**config.mk**
```make
export PLATFORM = sky130hd
export DESIGN_NAME = transpose_collector
export DESIGN_NICKNAME = d
export VERILOG_FILES = /design/src/rtl/transpose_collector.sv
export SDC_FILE = /design/constraint.sdc
export NUM_CORES = 1
export LEC_CHECK = 0
export BUFFER_PORTS_ARGS = -buffer_cell sky130_fd_sc_hd__buf_2
export CAP_MARGIN = 20
export CORE_UTILIZATION = 50
export DETAILED_ROUTE_END_ITERATION = 8
export PLACE_DENSITY = 0.83
export SLEW_MARGIN = 10
export SYNTH_ARGS = -nofsm -noshare
export SYNTH_HDL_FRONTEND = slang
export SYNTH_SLANG_ARGS = --single-unit
```
**constraint.sdc**
```tcl
create_clock -name clk -period 2.24 [get_ports clk]
set_input_delay 0.336 -clock clk [delete_from_list [all_inputs] [get_ports clk]]
set_output_delay 0.336 -clock clk [all_outputs]
set_load 0.03 [all_outputs]
```
**src/rtl/transpose_collector.sv**
```systemverilog
// Serial-in/parallel-out collector: DEPTH words, lane 0 first, into a held valid/ready vector.
// Optional COLLECT_FLUSH_EN adds a flush input that zero-pads and closes a partial vector.
module transpose_collector #(
  parameter int DEPTH = 8,
  parameter int BITS  = 8
) (
  input  logic                     clk,
  input  logic                     rst_n,
  input  logic                     in_valid,
  input  logic [BITS-1:0]          in_data,
  input  logic                     stall,
`ifdef COLLECT_FLUSH_EN
  input  logic                     flush,
`endif
  output logic                     in_ready,
  output logic                     out_valid,
  input  logic                     out_ready,
  output logic [DEPTH*BITS-1:0]    q,
  output logic [$clog2(DEPTH)-1:0] level
);

  localparam int CW = $clog2(DEPTH);

  typedef enum logic {FILL, PEND} state_t;

  state_t          state, state_nxt;
  logic [BITS-1:0] acc [DEPTH];
  logic [BITS-1:0] vec [DEPTH];
  logic [CW-1:0]   cnt;
  logic            accept, pop, last, complete, flush_req;

  always_comb begin
`ifdef COLLECT_FLUSH_EN
    flush_req = flush;
`else
    flush_req = 1'b0;
`endif
    in_ready = (state == FILL) && !stall;
    accept   = in_valid && in_ready;
    pop      = out_valid && out_ready;
    last     = accept && (cnt == CW'(DEPTH-1));
    complete = (state == FILL) && (last || (flush_req && (accept || cnt != '0)));
    level    = (state == PEND) ? CW'(DEPTH-1) : cnt;
  end

  // Candidate vector: held lanes, then the word arriving this cycle, zeros above.
  always_comb begin
    for (int i = 0; i < DEPTH; i++) begin
      vec[i] = '0;
      if (CW'(i) < cnt)
        vec[i] = acc[i];
      else if (CW'(i) == cnt && accept)
        vec[i] = in_data;
    end
  end

  always_ff @(posedge clk) begin
    if (!rst_n)
      state <= FILL;
    else
      state <= state_nxt;
  end

  always_comb begin
    state_nxt = state;
    case (state)
      FILL: if (complete && out_valid && !pop) state_nxt = PEND;
      PEND: if (pop) state_nxt = FILL;
      default: state_nxt = FILL;
    endcase
  end

  always_ff @(posedge clk) begin
    if (!rst_n) begin
      cnt       <= '0;
      out_valid <= 1'b0;
      q         <= '0;
      for (int i = 0; i < DEPTH; i++) acc[i] <= '0;
    end else if (state == PEND) begin
      if (pop) begin
        for (int i = 0; i < DEPTH; i++) q[i*BITS +: BITS] <= acc[i];
        out_valid <= 1'b1;
        cnt       <= '0;
      end
    end else if (complete) begin
      if (!out_valid || pop) begin
        for (int i = 0; i < DEPTH; i++) q[i*BITS +: BITS] <= vec[i];
        out_valid <= 1'b1;
        cnt       <= '0;
      end else begin
        // Output still occupied: park the finished vector in acc until the next pop.
        for (int i = 0; i < DEPTH; i++) acc[i] <= vec[i];
      end
    end else begin
      if (accept) begin
        acc[cnt] <= in_data;
        cnt      <= cnt + CW'(1);
      end
      if (pop) out_valid <= 1'b0;
    end
  end

endmodule

```
==> results.toml, run 1 <==
[yosys]
dominantRegCellSynth = "sky130_fd_sc_hd__dfxtp_1"
count_of_synthesis_stage_warnings_from_yosys = 0
ys_top_cells_by_area = "sky130_fd_sc_hd__edfxtp_1 32%, sky130_fd_sc_hd__dfxtp_1 23%, sky130_fd_sc_hd__a221oi_1 9.2%, sky130_fd_sc_hd__a22o_1 5.4%, sky130_fd_sc_hd__o21ai_0 4.7%"
part_of_the_yosys_area_used_for_sequential_elements_pct = 54.8
syn_nets = 580
yosys.cell_types.count = 52
synth.most_common_cell = "sky130_fd_sc_hd__nor2_1"
synth.ff_latch_count = 133
avgSynthCellArea_um2 = 10.7
netlist_instances = 563
netlist_area_um2 = 6020
synth_top_area_cell = "sky130_fd_sc_hd__edfxtp_1"
postSynth.asyncResetShare_pct = 0
synth_enable_flop_cells = 64
synth_common_cells = "71 x sky130_fd_sc_hd__nor2_1, 69 x sky130_fd_sc_hd__dfxtp_1, 64 x sky130_fd_sc_hd__edfxtp_1"
synth.top_cell.area_share_pct = 31.9

[worst_hold_path]
hold_path_class = "in2reg"
hold_path_depth = 2
holdCritStartpoint = "out_ready"
timing.hold.worst_endpoint = "state$_SDFF_PN0_"

[setup_path]
reg2regPathDepth = 9
startpoint_type = "register"
critical_path_arrival_ps = 2440
r2r_setup_slack_ps = 100
critPathCaptureType = "register"
path_max_fanout = 26
cp.required_ps = 2540
critical_path_class = "reg2reg"
reg2reg_to = "q[11]$_SDFFE_PN0P_"
r2r_start = "cnt[0]$_SDFFE_PN0P_"

[place]
post-dp-hpwl_um = 10500
placedCellCount = 765
port_buffers = 81
dp_slack_ps = -90.7
finalWeightedCongestion = 0.890

[clock_network]
tritoncts_num_sinks = 133
path_clk_slew_ps = 60
maximum_level_of_the_cts_h_tree = 4
latest_clock_arrival_within_the_worst_skew_pair_ps = 420
cts.hold.buffers_added = 0
cts_tree = "done"
cts_made_buffers = 17
root_buffer_master = "sky130_fd_sc_hd__clkbuf_16"
cts_buffer_depth = 2

[timing]
final.setup_skew_ps = 8.63
final_critical_path_setup_slack_ps = 97.3
timing.fmax_mhz = 467
finalCriticalPeriod_ps = 2140
relSlewSlack_pct = 46.8
finalHoldViolations = 0
max_slew_vio_count = 0
tns_ps = 0
worst_pin_slew_ps = 793
finalCritPeriodShare_pct = 95.7
setup_viol_count_final = 0
worst_hold_slack_ps = 190

[die]
die_h_um = 112
placement_rows = 39
pin_count = 82
initial_cell_density_of_the_core_pct = 52.1
core-area_um2 = 11600
die_width_um = 112
die_area_um2 = 12500

[routing]
dr_total_vias = 5237
drtAntennaViolNets = 0
post_drt_via_cell_ratio = 6.55
drc = 7
dr.pass1.iters = 7
dr.first_iter.drc_count = 583
totalWireLength_um = 16200
average_detailed_routed_wire_length_per_instance_um = 20.3

[power_and_ir_drop]
total_power_w = 0.00538
share_comb_of_total_power_pct = 4.7
share_seq_of_total_power_pct = 48.8
vdd_drop_max_v = 0.000362
internal_power_w = 0.00415
power.density_nw_per_um2 = 745
share_clk_of_total_power_pct = 46.5
sw_ratio_pct = 22.9
net_switching_w = 0.00123
leakagePower_nw = 3.09

[global_routing]
via_count_of_the_first_global_routing_pass = 4976
grtUsageTotal_pct = 26.9
grt_start_max_net_pins = 42
grt_overflow = 0
grt_first_pass_wirelength_um = 26100
grt_antenna_before_repair = 0

[finish]
fill_cells = 907
nNetsFinal = 660
diodes = 0
drive_gt1_share_pct = 26.1
finish.cell_count_without_fillers = 799
flow.area_growth_from_synthesis_pct = 19.8

[job]
drv.max_cap_violation_count = 0

[outcome]
failed_checks = "design-rule violations"
status = "complete, but fails checks"
what timing repair did:
action	4_1_cts	5_1_grt
hold endpoints to repair	0	0
pin swaps	1	0
gates resized for setup	5	9
setup endpoints to repair	47	50
buffers inserted	2	0
per-layer routing:
metal / routed length (µm) / vias to the layer above / part of all wire (%) / GRT usage, %
met4: 341 / 0 / 2.1 / 11.5
met5: 0 / - / 0 / 0
met1: 6730 / 2554 / 42 / 35.4
met3: 1450 / 29 / 8.9 / 5.01
li1: - / 2347 / - / -
met2: 7680 / 307 / 47 / 43.4
critical path: stages, from the launching register on:
cell and delay [ps]:
sky130_fd_sc_hd__dfxtp_1 320, sky130_fd_sc_hd__ha_1 200, sky130_fd_sc_hd__ha_1 200, sky130_fd_sc_hd__buf_6 170, sky130_fd_sc_hd__and4bb_2 270, sky130_fd_sc_hd__buf_4 190
sky130_fd_sc_hd__o21a_4 240, sky130_fd_sc_hd__buf_8 160, sky130_fd_sc_hd__o21ai_0 180, sky130_fd_sc_hd__a31oi_1 70
sequential cells by signal, indices dropped and copies added, names as in the netlist:
signal,flops
acc,64
out_valid,1
cnt,3
q,64
state,1
through the flow:
| step | util [%] | instance area (µm²) |
|---|---|---|
| CTS | 62.2 | 7190 |
| detailed placement | 57.3 | 6630 |
| global placement | 57.3 | 6630 |
| finish | 62.4 | 7220 |
| floorplan | - | 6020 |
| global route | 62.4 | 7220 |
final cells by class:
cell class	count	area (µm²)	area share, %
Multi-Input combinational cell	369	2480	34.4
Clock buffer	22	474	6.57
Timing Repair Buffer	115	697	9.66
Clock inverter	10	56.3	0.780
Sequential cell	133	3300	45.8
Inverter	7	26.3	0.364
Tap cell	143	179	2.48
power groups by stage:
stage,clock network (W),registers (W),logic [W]
6_report,0.00250,0.00262,0.000253
2_1_floorplan,0,0.00267,0.000147
3_5_place_dp,0,0.00267,0.000242
4_1_cts,0.00252,0.00262,0.000246
3_3_place_gp,0,0.00267,0.000235
5_1_grt,0.00262,0.00263,0.000267
cells in the final DEF (no fill, tap or decap), drive strengths merged, types with 8 or more instances in the layout:
master / n
a22o: 37
nand2: 22
buf: 115
a221oi: 63
a21oi: 10
clkbuf: 22
nand3: 18
o21ai: 69
a32o: 11
nor2: 74
dfxtp: 69
and2: 9
clkinv: 8
edfxtp: 64
worst max-delay path by stage:
stage	end	depth (start not counted)	start	slack (ps)
floorplan	acc[0][0]$_DFFE_PP_	6	cnt[0]$_SDFFE_PN0P_	-50
global placement	acc[2][2]$_DFFE_PP_	6	rst_n	-10
finish	q[11]$_SDFFE_PN0P_	9	cnt[0]$_SDFFE_PN0P_	100
global route	q[28]$_SDFFE_PN0P_	9	cnt[0]$_SDFFE_PN0P_	-4
detailed placement	acc[0][3]$_DFFE_PP_	5	cnt[0]$_SDFFE_PN0P_	-90
CTS	q[61]$_SDFFE_PN0P_	9	cnt[0]$_SDFFE_PN0P_	20
kinds of logic after synthesis:
family	share of synthesized area (%)
compound gates	26.4
simple gates	13.4
flops	54.8
buf+inv	4.49
fa+ha+maj	0.831
Power figures use the tool's default switching activity.
==> run 2, diff against run 1 <==
- RECOVER_POWER: not set -> 25
==> run 2 against run 1 <==
Against the previous run: the run still ends with design-rule violations left; clock power barely moved; count of clock-buffer cells in the layout stayed put; via count fell by 0.27%; routed wire length is 0.28% higher; final area shrank 1.1%; combinational power barely moved; worst hold slack better by 1.6 ps; critical path depth did not move; non-clock buffer count unchanged; flip-flop and latch count is the same; sequential share of layout area increased by 0.53 points; die area unchanged; critical path type unchanged; critical endpoint unchanged; largest cell class unchanged.
==> results.toml, run 2 (synthesis gave the netlist of run 1 again) <==
[die]
die_width_um = 112
die_h_um = 112
core-area_um2 = 11600
pin_count = 82
placement_rows = 39
die_area_um2 = 12500
initial_cell_density_of_the_core_pct = 52.1

[outcome]
failed_checks = "design-rule violations"
status = "complete, but fails checks"

[power_and_ir_drop]
share_comb_of_total_power_pct = 4.7
sw_ratio_pct = 22.9
share_clk_of_total_power_pct = 46.5
power.density_nw_per_um2 = 754
share_seq_of_total_power_pct = 48.8
leakagePower_nw = 2.80
vdd_drop_max_v = 0.000360
net_switching_w = 0.00123
internal_power_w = 0.00415

[finish]
fill_cells = 933
multi_input_comb_area_um2 = 2480
layout.cells.most_common = "sky130_fd_sc_hd__nor2_1"
nNetsFinal = 660
drive_gt1_share_pct = 16.0
seq_area_um2 = 3300
diodes = 0
flow.area_growth_from_synthesis_pct = 18.4
layout_common_cells = "71 x sky130_fd_sc_hd__nor2_1, 69 x sky130_fd_sc_hd__dfxtp_1, 68 x sky130_fd_sc_hd__clkbuf_1"
post-route-util_pct = 61.7
biggestRegsByFlops = "acc x64, q x64, cnt x3"

[routing]
dr_total_vias = 5223
dr.first_iter.drc_count = 622
wirelength_met1_um = 6680
average_detailed_routed_wire_length_per_instance_um = 20.3
totalWireLength_um = 16200
dr.max_layer_used = "met4"
post_drt_via_cell_ratio = 6.54
drtAntennaViolNets = 0
wl_met3_um = 1500
drc = 7
detailroute.wirelength.met2_um = 7690
dr.pass1.iters = 7

[clock_network]
tritoncts_num_sinks = 133
maximum_level_of_the_cts_h_tree = 4
latest_clock_arrival_within_the_worst_skew_pair_ps = 420
cts_tree = "done"
cts_buffer_depth = 2
root_buffer_master = "sky130_fd_sc_hd__clkbuf_16"
cts_made_buffers = 17
path_clk_slew_ps = 60

[worst_hold_path]
hold_path_depth = 2
holdCritStartpoint = "out_ready"
timing.hold.worst_endpoint = "state$_SDFF_PN0_"
hold_path_class = "in2reg"

[timing]
timing.fmax_mhz = 465
setup_viol_count_final = 0
finalCritPeriodShare_pct = 96.0
max_slew_vio_count = 0
finalHoldViolations = 0
final.setup_skew_ps = 9.94
finalCriticalPeriod_ps = 2150
worst_hold_slack_ps = 191
worst_pin_slew_ps = 802
tns_ps = 0
relSlewSlack_pct = 46.2

[global_routing]
grt_start_max_net_pins = 42
grt_overflow = 0
grt_first_pass_wirelength_um = 26100
grtUsageTotal_pct = 26.9
grt_antenna_before_repair = 0
via_count_of_the_first_global_routing_pass = 4976

[setup_path]
r2r_start = "cnt[0]$_SDFFE_PN0P_"
path_max_fanout = 26
reg2reg_to = "q[11]$_SDFFE_PN0P_"
r2r_setup_slack_ps = 90
critical_path_arrival_ps = 2450
reg2regPathDepth = 9
startpoint_type = "register"
critical_path_class = "reg2reg"
critPathCaptureType = "register"
cp.required_ps = 2540

[job]
drv.max_cap_violation_count = 0

[place]
port_buffers = 81
post-dp-hpwl_um = 10500
finalWeightedCongestion = 0.890
## run 2: routing by layer
metal,vias up,GRT usage (%)
li1,2348,-
met1,2519,35.4
met2,325,43.4
met3,31,5.01
met4,0,11.5
met5,-,0
## run 2: power by group through the flow
stage          sequential [W]  combinational (W)  clock, W
2_1_floorplan         0.00267           0.000147         0
3_3_place_gp          0.00267           0.000235         0
3_5_place_dp          0.00267           0.000242         0
4_1_cts               0.00262           0.000246   0.00252
5_1_grt               0.00263           0.000267   0.00262
6_report              0.00262           0.000252   0.00250
## run 2: what timing repair did
item / CTS / global route
buffers inserted: 2 / 0
pin swaps: 1 / 0
hold buffers: 0 / 0
endpoints found under the setup margin: 47 / 50
resized for setup: 5 / 9
## run 2: worst max path at each step
stage	start	endpoint	slack, ps	cells after the start
6_report	cnt[0]$_SDFFE_PN0P_	q[11]$_SDFFE_PN0P_	90	9
3_3_place_gp	rst_n	acc[2][2]$_DFFE_PP_	-10	6
5_1_grt	cnt[0]$_SDFFE_PN0P_	q[28]$_SDFFE_PN0P_	-4	9
4_1_cts	cnt[0]$_SDFFE_PN0P_	q[61]$_SDFFE_PN0P_	20	9
2_1_floorplan	cnt[0]$_SDFFE_PN0P_	acc[0][0]$_DFFE_PP_	-50	6
3_5_place_dp	cnt[0]$_SDFFE_PN0P_	acc[0][3]$_DFFE_PP_	-90	5
## run 2: critical path, stage by stage (launching register included)
cell and delay, ps:
sky130_fd_sc_hd__dfxtp_1 320, sky130_fd_sc_hd__ha_1 200, sky130_fd_sc_hd__ha_1 200, sky130_fd_sc_hd__buf_6 170, sky130_fd_sc_hd__and4bb_2 280, sky130_fd_sc_hd__buf_4 190, sky130_fd_sc_hd__o21a_4 240, sky130_fd_sc_hd__buf_8 160
sky130_fd_sc_hd__o21ai_0 180, sky130_fd_sc_hd__a31oi_1 80
## run 2: per-stage QoR
step                power, W  instances  setup WS (ps)  cell area [µm²]
floorplan            0.00281        563          -51.7             6020
global placement     0.00290        765          -12.6             6630
detailed placement   0.00292        765          -90.7             6630
CTS                  0.00539        799           24.5             7190
global route         0.00551        799          -4.21             7140
finish               0.00538        799           89.6             7140
## run 2: cell type report
class                           instances  share of cell area (%)
Sequential cell                       133                    46.3
Timing Repair Buffer                  115                    8.61
Tap cell                              143                    2.51
Clock inverter                         10                   0.789
Clock buffer                           22                    6.65
Multi-Input combinational cell        369                    34.8
Inverter                                7                   0.368
==> run 3, diff against run 2 <==
- CORE_MARGIN: not set -> 5
==> run 3 against run 2 <==
Against the previous run: the run now ends clean; utilization is 2.4 points lower; non-clock buffer count is 7 lower; first-iteration DRC count is 24% lower; setup slack better by 14 ps; clock skew is 2.2 ps lower; routed wire length is 1.1% higher; sequential power hardly changed; count of clock-buffer cells in the layout is 1 lower; fmax is 0.64% higher; critical path depth is 4 lower; critical path type unchanged.
==> results.toml, run 3 (synthesis gave the netlist of run 1 again) <==
[place]
post-dp-hpwl_um = 10700
placedCellCount = 764
post_dp_cell_area_um2 = 6600
port_buffers = 81
finalWeightedCongestion = 0.927

[setup_path]
cp.required_ps = 2520
critical_path_class = "reg2reg"
r2r_setup_slack_ps = 100
critical_path_arrival_ps = 2420
reg2reg_to = "acc[0][3]$_DFFE_PP_"
path_max_fanout = 24
critical_path_buf_inv_count = 1
critPathCaptureType = "register"
critical_path.startpoint = "state$_SDFF_PN0_"
path_cells = "buf_4, and4bb_2, nand3_4, a21oi_1, a22o_1"
crit_path_max_incr_delay_ps = 670
reg2regPathDepth = 5
startpoint_type = "register"
critPathCapture = "acc[0][3]$_DFFE_PP_"
r2r_start = "state$_SDFF_PN0_"
worst_path_max_delay_cell = "sky130_fd_sc_hd__a21oi_1"
crit_family = "compound AO/OA/AOI/OAI gates"
cp_num_cells = 5

[finish]
finish.cell_count_without_fillers = 796
drive_gt1_share_pct = 14.5
diodes = 0
layout.cells.most_common = "sky130_fd_sc_hd__nor2_1"
post-route-util_pct = 59.3
flow.area_growth_from_synthesis_pct = 17.2
biggestRegsByFlops = "acc x64, q x64, cnt x3"
layout_common_cells = "71 x sky130_fd_sc_hd__nor2_1, 69 x sky130_fd_sc_hd__dfxtp_1, 67 x sky130_fd_sc_hd__clkbuf_1"
nNetsFinal = 653
final_design_area_no_fill_um2 = 7060

[timing]
timing.fmax_mhz = 468
finalCritPeriodShare_pct = 95.4
worst_pin_slew_ps = 810
relSlewSlack_pct = 46.0
finalCriticalPeriod_ps = 2140
setup_viol_count_final = 0
max_slew_vio_count = 0
setup_repair_after_global_routing_missed_its_margin = "no"
final.setup_skew_ps = 7.74
finalHoldViolations = 0
worst_hold_slack_ps = 183

[routing]
average_detailed_routed_wire_length_per_instance_um = 20.6
dr.pass1.iters = 5
drc = 0
drtAntennaViolNets = 0
dr.first_iter.drc_count = 475
totalWireLength_um = 16400
dr_total_vias = 5093
post_drt_via_cell_ratio = 6.40

[die]
die_width_um = 120
die_area_um2 = 14300
core-area_um2 = 11900
pin_count = 82
placement_rows = 40
initial_cell_density_of_the_core_pct = 50.6
die_h_um = 120

[job]
drv.max_cap_violation_count = 0

[clock_network]
path_clk_slew_ps = 50
latest_clock_arrival_within_the_worst_skew_pair_ps = 420
cts_made_buffers = 17
root_buffer_master = "sky130_fd_sc_hd__clkbuf_16"
cts_tree = "done"
cts_buffer_depth = 2
maximum_level_of_the_cts_h_tree = 4
tritoncts_num_sinks = 133

[outcome]
status = "completed"

[power_and_ir_drop]
total_power_w = 0.00532
power.density_nw_per_um2 = 753
vdd_drop_max_v = 0.000377
leakagePower_nw = 2.76

[global_routing]
grt_start_max_net_pins = 53
grtUsageTotal_pct = 23.2
grt_first_pass_wirelength_um = 26400
grt_antenna_before_repair = 0
via_count_of_the_first_global_routing_pass = 4965
grt_overflow = 0

[worst_hold_path]
hold_path_class = "in2reg"
[run 3: what timing repair did]
item / 4_1_cts / 5_1_grt
endpoints found under the setup margin: 14 / 28
pin swaps: 0 / 0
resized for setup: 2 / 4
hold buffers: 0 / 0
buffers inserted: 0 / 0
[run 3: layer usage]
layer	wire length (µm)	vias to the layer above	GRT usage, %
li1	-	2321	-
met1	6760	2451	29.8
met2	7970	286	38.0
met3	1380	35	6.46
met4	300	0	7.44
met5	0	-	0
[run 3: per-stage QoR]
step / TNS (ps) / setup WS (ps)
after global routing: 0 / 7.49
after CTS: 0 / 83.7
after floorplan: -828 / -51.7
final: 0 / 103
after detailed placement: -149 / -18.8
after global placement: -478 / -96.4
[run 3: power by group]
| group | internal, W | switching, W |
|---|---|---|
| clock network | 0.00145 | 0.000996 |
| registers | 0.00260 | 0.0000279 |
| logic | 0.0000607 | 0.000186 |
[run 3: worst min-delay path by stage]
stage / slack, ps / from / endpoint / depth (start not counted)
2_1_floorplan: 440 / out_ready / state$_SDFF_PN0_ / 1
3_3_place_gp: 480 / q[10]$_SDFFE_PN0P_ / q[10]$_SDFFE_PN0P_ / 2
3_5_place_dp: 480 / q[6]$_SDFFE_PN0P_ / q[6]$_SDFFE_PN0P_ / 2
4_1_cts: 170 / out_ready / state$_SDFF_PN0_ / 2
5_1_grt: 180 / out_ready / state$_SDFF_PN0_ / 2
6_report: 180 / out_ready / state$_SDFF_PN0_ / 2
[run 3: final cells by class]
class	count	area (µm²)
inverter	7	26.3
fill	1011	4850
multi-input combinational	369	2470
sequential	133	3300
timing repair buffer	108	556
clock inverter	11	60.1
tap	147	184
clock buffer	21	460
[run 3: worst register-to-register path, stage by stage, from the launching register on]
cell and delay, ps:
sky130_fd_sc_hd__dfxtp_1 330, sky130_fd_sc_hd__buf_4 220, sky130_fd_sc_hd__and4bb_2 390, sky130_fd_sc_hd__nand3_4 150
sky130_fd_sc_hd__a21oi_1 670, sky130_fd_sc_hd__a22o_1 240
